`src/rtl/warriorjacq9_pkg.sv`:
```
// Shared types and constants for the warriorjacq9 4-bit accumulator-style CPU slice.
package warriorjacq9_pkg;

  typedef enum logic [2:0] {
    ST_FETCH,
    ST_REQ_OPND,
    ST_REQ_REG,
    ST_EXEC,
    ST_WB
  } state_e;

  localparam logic [3:0] OP_NOP  = 4'b0000;
  localparam logic [3:0] OP_ADDI = 4'b0001;
  localparam logic [3:0] OP_SUBI = 4'b0010;
  localparam logic [3:0] OP_ANDI = 4'b0011;
  localparam logic [3:0] OP_ORI  = 4'b0100;
  localparam logic [3:0] OP_XORI = 4'b0101;

  localparam logic [3:0] BUS_IDLE      = 4'b0000;
  localparam logic [3:0] BUS_NEXT_OPND = 4'b0011;
  localparam logic [3:0] BUS_READ_REG  = 4'b0001;

  // Bit positions of the flags within uo_out
  localparam int FLAG_C = 4;
  localparam int FLAG_Z = 5;

  localparam logic [7:0] OE_DRIVE = 8'h0F;
  localparam logic [7:0] OE_READ  = 8'h00;

endpackage

```
`src/rtl/warriorjacq9_alu.sv`:
```
// Combinational 4-bit ALU; valid_o is low for opcodes that must leave state untouched.
module warriorjacq9_alu
  import warriorjacq9_pkg::*;
(
  input  logic [3:0] opcode_i,
  input  logic [3:0] a_i,
  input  logic [3:0] b_i,
  output logic [3:0] result_o,
  output logic       carry_o,
  output logic       zero_o,
  output logic       valid_o
);

  logic [4:0] sum;
  logic [4:0] diff;

  assign sum  = {1'b0, a_i} + {1'b0, b_i};
  // Bit 4 of the 5-bit difference is set exactly when b_i > a_i
  assign diff = {1'b0, a_i} - {1'b0, b_i};

  always_comb begin
    result_o = 4'h0;
    carry_o  = 1'b0;
    valid_o  = 1'b1;
    case (opcode_i)
      OP_ADDI: begin result_o = sum[3:0];  carry_o = sum[4];  end
      OP_SUBI: begin result_o = diff[3:0]; carry_o = diff[4]; end
      OP_ANDI: result_o = a_i & b_i;
      OP_ORI:  result_o = a_i | b_i;
      OP_XORI: result_o = a_i ^ b_i;
      default: valid_o = 1'b0;
    endcase
  end

  assign zero_o = (result_o == 4'h0);

endmodule

```
`src/rtl/tt_um_warriorjacq9.sv`:
```
// Five-cycle fetch / operand / register-read / execute / write-back controller
// around warriorjacq9_alu, talking to an external register block over uio.
module tt_um_warriorjacq9
  import warriorjacq9_pkg::*;
(
  input  logic       clk,
  input  logic       rst_n,
  input  logic       ena,
  input  logic [7:0] ui_in,
  input  logic [7:0] uio_in,
  output logic [7:0] uo_out,
  output logic [7:0] uio_out,
  output logic [7:0] uio_oe
);

  state_e     state_q, state_d;
  logic [3:0] opcode_q, imm_q, regidx_q, regval_q;
  logic [3:0] tmp_q, result_q;
  logic       tmp_c_q, tmp_z_q, tmp_v_q;
  logic       carry_q, zero_q;

  logic [3:0] alu_res;
  logic       alu_c, alu_z, alu_v;
  logic [3:0] bus_code;

  warriorjacq9_alu u_alu (
    .opcode_i (opcode_q),
    .a_i      (regval_q),
    .b_i      (imm_q),
    .result_o (alu_res),
    .carry_o  (alu_c),
    .zero_o   (alu_z),
    .valid_o  (alu_v)
  );

  always_ff @(posedge clk or negedge rst_n) begin
    if (!rst_n) state_q <= ST_FETCH;
    else        state_q <= state_d;
  end

  always_comb begin
    state_d  = ST_FETCH;
    bus_code = BUS_IDLE;
    uio_oe   = OE_DRIVE;
    case (state_q)
      ST_FETCH:    state_d = ST_REQ_OPND;
      ST_REQ_OPND: begin state_d = ST_REQ_REG; bus_code = BUS_NEXT_OPND; end
      ST_REQ_REG:  begin state_d = ST_EXEC; bus_code = BUS_READ_REG; uio_oe = OE_READ; end
      ST_EXEC:     state_d = ST_WB;
      ST_WB:       state_d = ST_FETCH;
      default:     state_d = ST_FETCH;
    endcase
  end

  always_ff @(posedge clk or negedge rst_n) begin
    if (!rst_n) begin
      opcode_q <= 4'h0;
      imm_q    <= 4'h0;
      regidx_q <= 4'h0;
      regval_q <= 4'h0;
      tmp_q    <= 4'h0;
      tmp_c_q  <= 1'b0;
      tmp_z_q  <= 1'b0;
      tmp_v_q  <= 1'b0;
      result_q <= 4'h0;
      carry_q  <= 1'b0;
      zero_q   <= 1'b0;
    end else begin
      case (state_q)
        ST_FETCH: begin
          opcode_q <= ui_in[3:0];
          imm_q    <= ui_in[7:4];
        end
        ST_REQ_OPND: regidx_q <= ui_in[7:4];
        ST_REQ_REG:  regval_q <= uio_in[3:0];
        ST_EXEC: begin
          tmp_q   <= alu_res;
          tmp_c_q <= alu_c;
          tmp_z_q <= alu_z;
          tmp_v_q <= alu_v;
        end
        ST_WB: if (tmp_v_q) begin
          result_q <= tmp_q;
          carry_q  <= tmp_c_q;
          zero_q   <= tmp_z_q;
        end
        default: ;
      endcase
    end
  end

  always_comb begin
    uo_out         = 8'h00;
    uo_out[3:0]    = bus_code;
    uo_out[FLAG_C] = carry_q;
    uo_out[FLAG_Z] = zero_q;
  end

  assign uio_out = {4'h0, result_q};

  // regidx is a debug-only latch; ena and the upper uio_in bits are don't-cares
  logic unused_ok;
  assign unused_ok = &{1'b0, ena, uio_in[7:4], regidx_q};

endmodule

```
`config.mk`:
```
export PLATFORM = sky130hd
export DESIGN_NAME = tt_um_warriorjacq9
export DESIGN_NICKNAME = d
export VERILOG_FILES = /design/src/rtl/warriorjacq9_pkg.sv /design/src/rtl/warriorjacq9_alu.sv /design/src/rtl/tt_um_warriorjacq9.sv
export SDC_FILE = /design/constraint.sdc
export NUM_CORES = 1
export LEC_CHECK = 0
export CAP_MARGIN = 0
export CORE_UTILIZATION = 40
export CTS_CLUSTER_SIZE = 30
export DETAILED_ROUTE_END_ITERATION = 16
export MAX_ROUTING_LAYER = met4
export PLACE_DENSITY = 0.66
export SKIP_CTS_REPAIR_TIMING = 1
export SLEW_MARGIN = 5
export SYNTH_ARGS = -nofsm -noshare
export SYNTH_HDL_FRONTEND = slang
export SYNTH_HIERARCHICAL = 1
export SYNTH_SLANG_ARGS = --single-unit
```
`constraint.sdc`:
```
create_clock -name clk -period 6.4 [get_ports clk]
set_clock_uncertainty 0.05 [all_clocks]
set_input_delay 1.92 -clock clk [delete_from_list [all_inputs] [get_ports clk]]
set_output_delay 1.92 -clock clk [all_outputs]
set_load 0.03 [all_outputs]
```
* Yosys cells after proc, flatten, opt, wreduce, memory -nomap -nowiden *
Cells that the tools add are included.

storage, ports and cells
  output and inout bits = 24
  flip-flop bits (word level) = 28
  logic and storage cells = 35
  input bits = 19

cells by class
  equality and inequality tests = 9
  reductions and logical operators = 4
  bitwise logic cells = 3
  mux-type cells = 6
  $add $sub $neg = 2

operators with widths
  cell                  number
  $pmux W4 S5           1
  $pmux W3 S4           1
  $eq A4 B2 Y1 const B  2
  $eq A4 B3 Y1 const B  2
  $eq A3 B2 Y1 const B  2
  $add A4 B4 Y5         1
  $reduce_or A5 Y1      1
  $sub A4 B4 Y5         1
  $and A4 B4 Y4         1
  $eq A4 B1 Y1 const B  1
  $logic_not A4 Y1      1
  $mux W4               1
  $or A4 B4 Y4          1
  $pmux W2 S2           1
  $xor A4 B4 Y4         1
  $eq A3 B1 Y1 const B  1
  $eq A3 B3 Y1 const B  1
  $logic_not A3 Y1      1
  $pmux W1 S2           1
  $reduce_and A2 Y1     1
  $mux W1               1

* Longest topological paths before layout *
  depth after elaboration = 3
  gate-level depth with buffers = 10
  depth with buffers taken out = 10

* Hierarchy *
Netlist, hierarchy kept.

by module, submodules not included
  module              cells an instance  sequential area each (sq um)  area an instance (sq um)  instances
  tt_um_warriorjacq9  85                 700.7                         1,263.7                   1
  warriorjacq9_alu    78                 0.0                           618.1                     1

* Worst setup path before layout *
OpenSTA, ideal clock, no wires.

  path kind = register to output
  start point = register state_q[1]
  end point = output port uo_out[1]
  slack = 3.185 ns
  required time = 4.430 ns
  buffers on the path = 1
  stages on the path, launching flop included = 3
  arrival = 1.245 ns
  path through = dfrtp_1 buf_4 nor3b_1

on the way
  word-level cells in the longest chain between the ends = 2
  elaborated cells between the ends (all ways) = 3
  classes of those cells = eq/ne: 2; mux: 1

RTL lines
  what                                                 line                      source
  from (decl)                                          tt_um_warriorjacq9.sv:16  state_e state_q, state_d;
  from (signal assigned)                               tt_um_warriorjacq9.sv:38  else state_q <= state_d;
  $eq A3 B2 Y1 / $eq A3 B1 Y1 (equally long branches)  -
  $pmux W2 S2 *                                        tt_um_warriorjacq9.sv:45  case (state_q)
  to (decl)                                            tt_um_warriorjacq9.sv:11  output logic [7:0] uo_out,

Every way passes the cells marked *; elsewhere a longest branch is shown, timed or not.

* Worst setup path in the final report *
  start point = register state_q[0]
  end point = output port uio_oe[0]

on the way
  word-level cells in the longest chain between the ends = 2

RTL lines
  what          line                      source
  $eq A3 B2 Y1  tt_um_warriorjacq9.sv:45
  $mux W4       tt_um_warriorjacq9.sv:45
  to (decl)     tt_um_warriorjacq9.sv:13  output logic [7:0] uio_oe

No other way between the ends.

==> reports/metrics.json <==
{
  "placement": {
    "gp_congestion": 0.8998,
    "detailed_place_hpwl_um": 2471,
    "port_buffers": 25,
    "placement.setup.worst_slack_ns": 2.761
  },
  "detailed_routing": {
    "via_count": 1146,
    "first_pass_iters": 10,
    "route.detailed.drc": 10,
    "routed_wire_length_per_instance_um": 14.10,
    "drt_wl_total_um": 3244,
    "post_drt_via_cell_ratio": 4.983,
    "first_iter_violations": 34,
    "route.antenna.remaining_nets": 0
  },
  "power_and_ir_drop": {
    "power.density_nw_per_um2": 206.3,
    "peakVddDrop_mv": 0.1344,
    "power.leakage_nw": 0.9677
  },
  "timing": {
    "finalCriticalPeriod_ns": 3.938,
    "worstMarginPinSlew_ns": 0.5450,
    "final_min_period_over_clock_period_pct": 61.53,
    "timing_hold_violations_final": 0,
    "rsz_0062_raised_after_global_routing": "no",
    "finalWorstSetupSlack_ns": 2.462,
    "timing.slew.headroom_pct": 63.66,
    "setup_viol": 0,
    "drv_slew": 0,
    "max_clock_freq_ghz": 0.2539,
    "setup_total_negative_slack_ns": 0
  },
  "layout": {
    "diodes": 0,
    "multi_input_comb_area_um2": 959.7,
    "layout-drive-gt1-share_pct": 21.91,
    "fin_nets": 212,
    "fillerInstances": 414,
    "post-route-util_pct": 47.33,
    "syn2layout_area_growth_pct": 11.77,
    "final-seq-area_um2": 700.7
  },
  "synth": {
    "synth_cells": 163,
    "yosys.cell_count.top_type": "sky130_fd_sc_hd__dfrtp_1",
    "synth_seq_cells": 28,
    "synthesis.area_um2": 1882,
    "synth.yosys.seq_area_share_pct": 37.23,
    "async_reset_ff_share_pct": 100.0,
    "synth_top_cell_by_area": "sky130_fd_sc_hd__dfrtp_1",
    "syn_area_per_cell_um2": 11.54,
    "synth_top_area_share_pct": 37.23,
    "synthesis.yosys.warnings": 6,
    "synth_cell_types": 41,
    "top_ff_cell_synth": "sky130_fd_sc_hd__dfrtp_1",
    "synth.top_cells.by_area": "sky130_fd_sc_hd__dfrtp_1 37%, sky130_fd_sc_hd__mux2_2 11%, sky130_fd_sc_hd__ha_1 8.0%, sky130_fd_sc_hd__buf_4 7.6%, sky130_fd_sc_hd__mux2_4 4.8%",
    "netlist_top_cells_count": "28 x sky130_fd_sc_hd__dfrtp_1, 19 x sky130_fd_sc_hd__buf_4, 19 x sky130_fd_sc_hd__mux2_2, 13 x sky130_fd_sc_hd__inv_1, 12 x sky130_fd_sc_hd__ha_1",
    "synth-edff-count": 0
  },
  "setup_path": {
    "critPathArrivalTime_ns": 1.97,
    "highest_net_fanout_along_the_worst_path": 7,
    "cp_num_buf_inv": 2,
    "critical_path.top_delay_family": "buffers and inverters",
    "path_cells": "nor3b_4, inv_1, clkdlybuf4s50_1",
    "critical_path.startpoint_type": "flip-flop",
    "crit_required_ns": 4.43,
    "crit_path_top_delay_cell": "sky130_fd_sc_hd__clkdlybuf4s50_1",
    "cp-end-kind": "primary output",
    "delay_of_the_slowest_cell_on_the_worst_path_ns": 0.62,
    "criticalPathCategory": "reg2out"
  },
  "global_routing": {
    "grt_use_total_pct": 15.10,
    "grt_start_max_net_pins": 29,
    "grt_first_pass_wirelength_um": 5651,
    "grt_remaining_overflow": 0,
    "vias_in_the_first_global_route": 1192,
    "antenna_found_initial": 0
  },
  "die": {
    "row_count": 24,
    "initial_util_pct": 42.34,
    "dieWidth_um": 70.59,
    "placeableCoreArea_um2": 4444,
    "die_height_um": 70.59,
    "pin_count": 43,
    "die_area_um2": 4983
  },
  "cts": {
    "cts_tree": "done",
    "clk_pin_slew_worst_paths_ns": 0.10,
    "cts.root.buffer_cell": "sky130_fd_sc_hd__clkbuf_8",
    "clock_insertion_delay_worst_skew_ns": 0.28,
    "cts-root-to-sink-buffers": 2,
    "cts_sinks": 28,
    "numCtsBuffers": 3,
    "h-tree-depth": 1
  },
  "flow_run": {
    "maxCapViolCount": 0
  },
  "hold_path": {
    "hold_path_class": "reg2reg"
  },
  "status": {
    "status": "finished, violations left",
    "violations": "design-rule violations"
  }
}
==> cells by family (layout without fill, tap and decap cells) <==
kind of cell / Yosys count / after routing / synth area share (%)
xor+xnor: 4 / 4 / 1.862
mux: 28 / 28 / 17.75
buf+inv: 39 / 43 / 13.96
flops: 28 / 28 / 37.23
fa+ha+maj: 14 / 14 / 10.11
compound gates: 22 / 22 / 7.514
other cells: 1 / 12 / 0.1993
simple gates: 27 / 27 / 11.37
==> stage by stage <==
step | std cells | area [µm²] | total power, mW | hold WS [ns]
after floorplan | 174 | 1923 | 0.2784 | 0.4214
after global placement | 226 | 2032 | 0.2957 | 0.4357
after detailed placement | 226 | 2032 | 0.2992 | 0.4392
after CTS | 230 | 2103 | 0.4390 | 0.4639
after global routing | 230 | 2103 | 0.4558 | 0.4872
final | 230 | 2103 | 0.4339 | 0.4605
==> cell type report <==
class                           count  area share, %
Inverter                           13          2.320
Clock buffer                        3          1.963
Multi-Input combinational cell    107          45.63
Clock inverter                      1          1.428
Timing Repair Buffer               26          12.25
Tap cell                           52          3.093
Sequential cell                    28          33.31
==> layer usage <==
layer / wire (µm) / up-vias / global-route usage [%]
met5: 0 / - / -
met2: 1669 / 26 / 27.29
met3: 110 / 4 / 2.137
met1: 1416 / 565 / 16.85
li1: - / 551 / -
met4: 48 / 0 / 6.000
==> final timing paths <==
kind | from | endpoint | slack, ns | depth (start not counted)
worst max-delay path | state_q[0] | uio_oe[0] | 2.46 | 3
worst min-delay path | tmp_q[1] | result_q[1] | 0.46 | 1
worst max register to register | regval_q[0] | tmp_z_q | 4.00 | 9
worst min register to register | tmp_q[1] | result_q[1] | 0.46 | 1
max in group asynchronous | rst_n | state_q[1] | 4.08 | 2
min in group asynchronous | rst_n | regval_q[0] | 1.96 | 2
==> power breakdown <==
group	switching (mW)	internal, mW	total, mW
combinational	0.0489	0.0450	0.0940
sequential	0.0124	0.189	0.202
clock	0.0543	0.0838	0.138
==> state kept, by name, indices dropped and copies added, names as in the netlist <==
name,flops
state_q,3
carry_q,1
result_q,4
tmp_v_q,1
tmp_q,4
tmp_z_q,1
regval_q,4
tmp_c_q,1
zero_q,1
imm_q,4
opcode_q,4
==> cell usage in the layout, fill, tap and decap left out, types with 2 or more instances in the layout <==
cell | netlist | routed
sky130_fd_sc_hd__a21oi_1 | 6 | 6
sky130_fd_sc_hd__clkbuf_8 | 2 | 3
sky130_fd_sc_hd__clkdlybuf4s50_1 | 0 | 25
sky130_fd_sc_hd__conb_1 | 1 | 12
sky130_fd_sc_hd__dfrtp_1 | 28 | 28
sky130_fd_sc_hd__fa_1 | 2 | 2
sky130_fd_sc_hd__ha_1 | 12 | 12
sky130_fd_sc_hd__inv_1 | 13 | 13
sky130_fd_sc_hd__mux2_2 | 19 | 19
sky130_fd_sc_hd__mux2_4 | 6 | 6
sky130_fd_sc_hd__mux2i_1 | 3 | 3
sky130_fd_sc_hd__nand2_1 | 3 | 3
sky130_fd_sc_hd__nor2_1 | 7 | 7
sky130_fd_sc_hd__nor3_1 | 2 | 2
sky130_fd_sc_hd__nor3b_1 | 3 | 3
sky130_fd_sc_hd__o21ai_0 | 6 | 6
sky130_fd_sc_hd__o31ai_1 | 2 | 2
sky130_fd_sc_hd__xnor2_1 | 2 | 2
sky130_fd_sc_hd__xor2_1 | 2 | 2
Note: power is estimated with default switching activity, not from simulation.
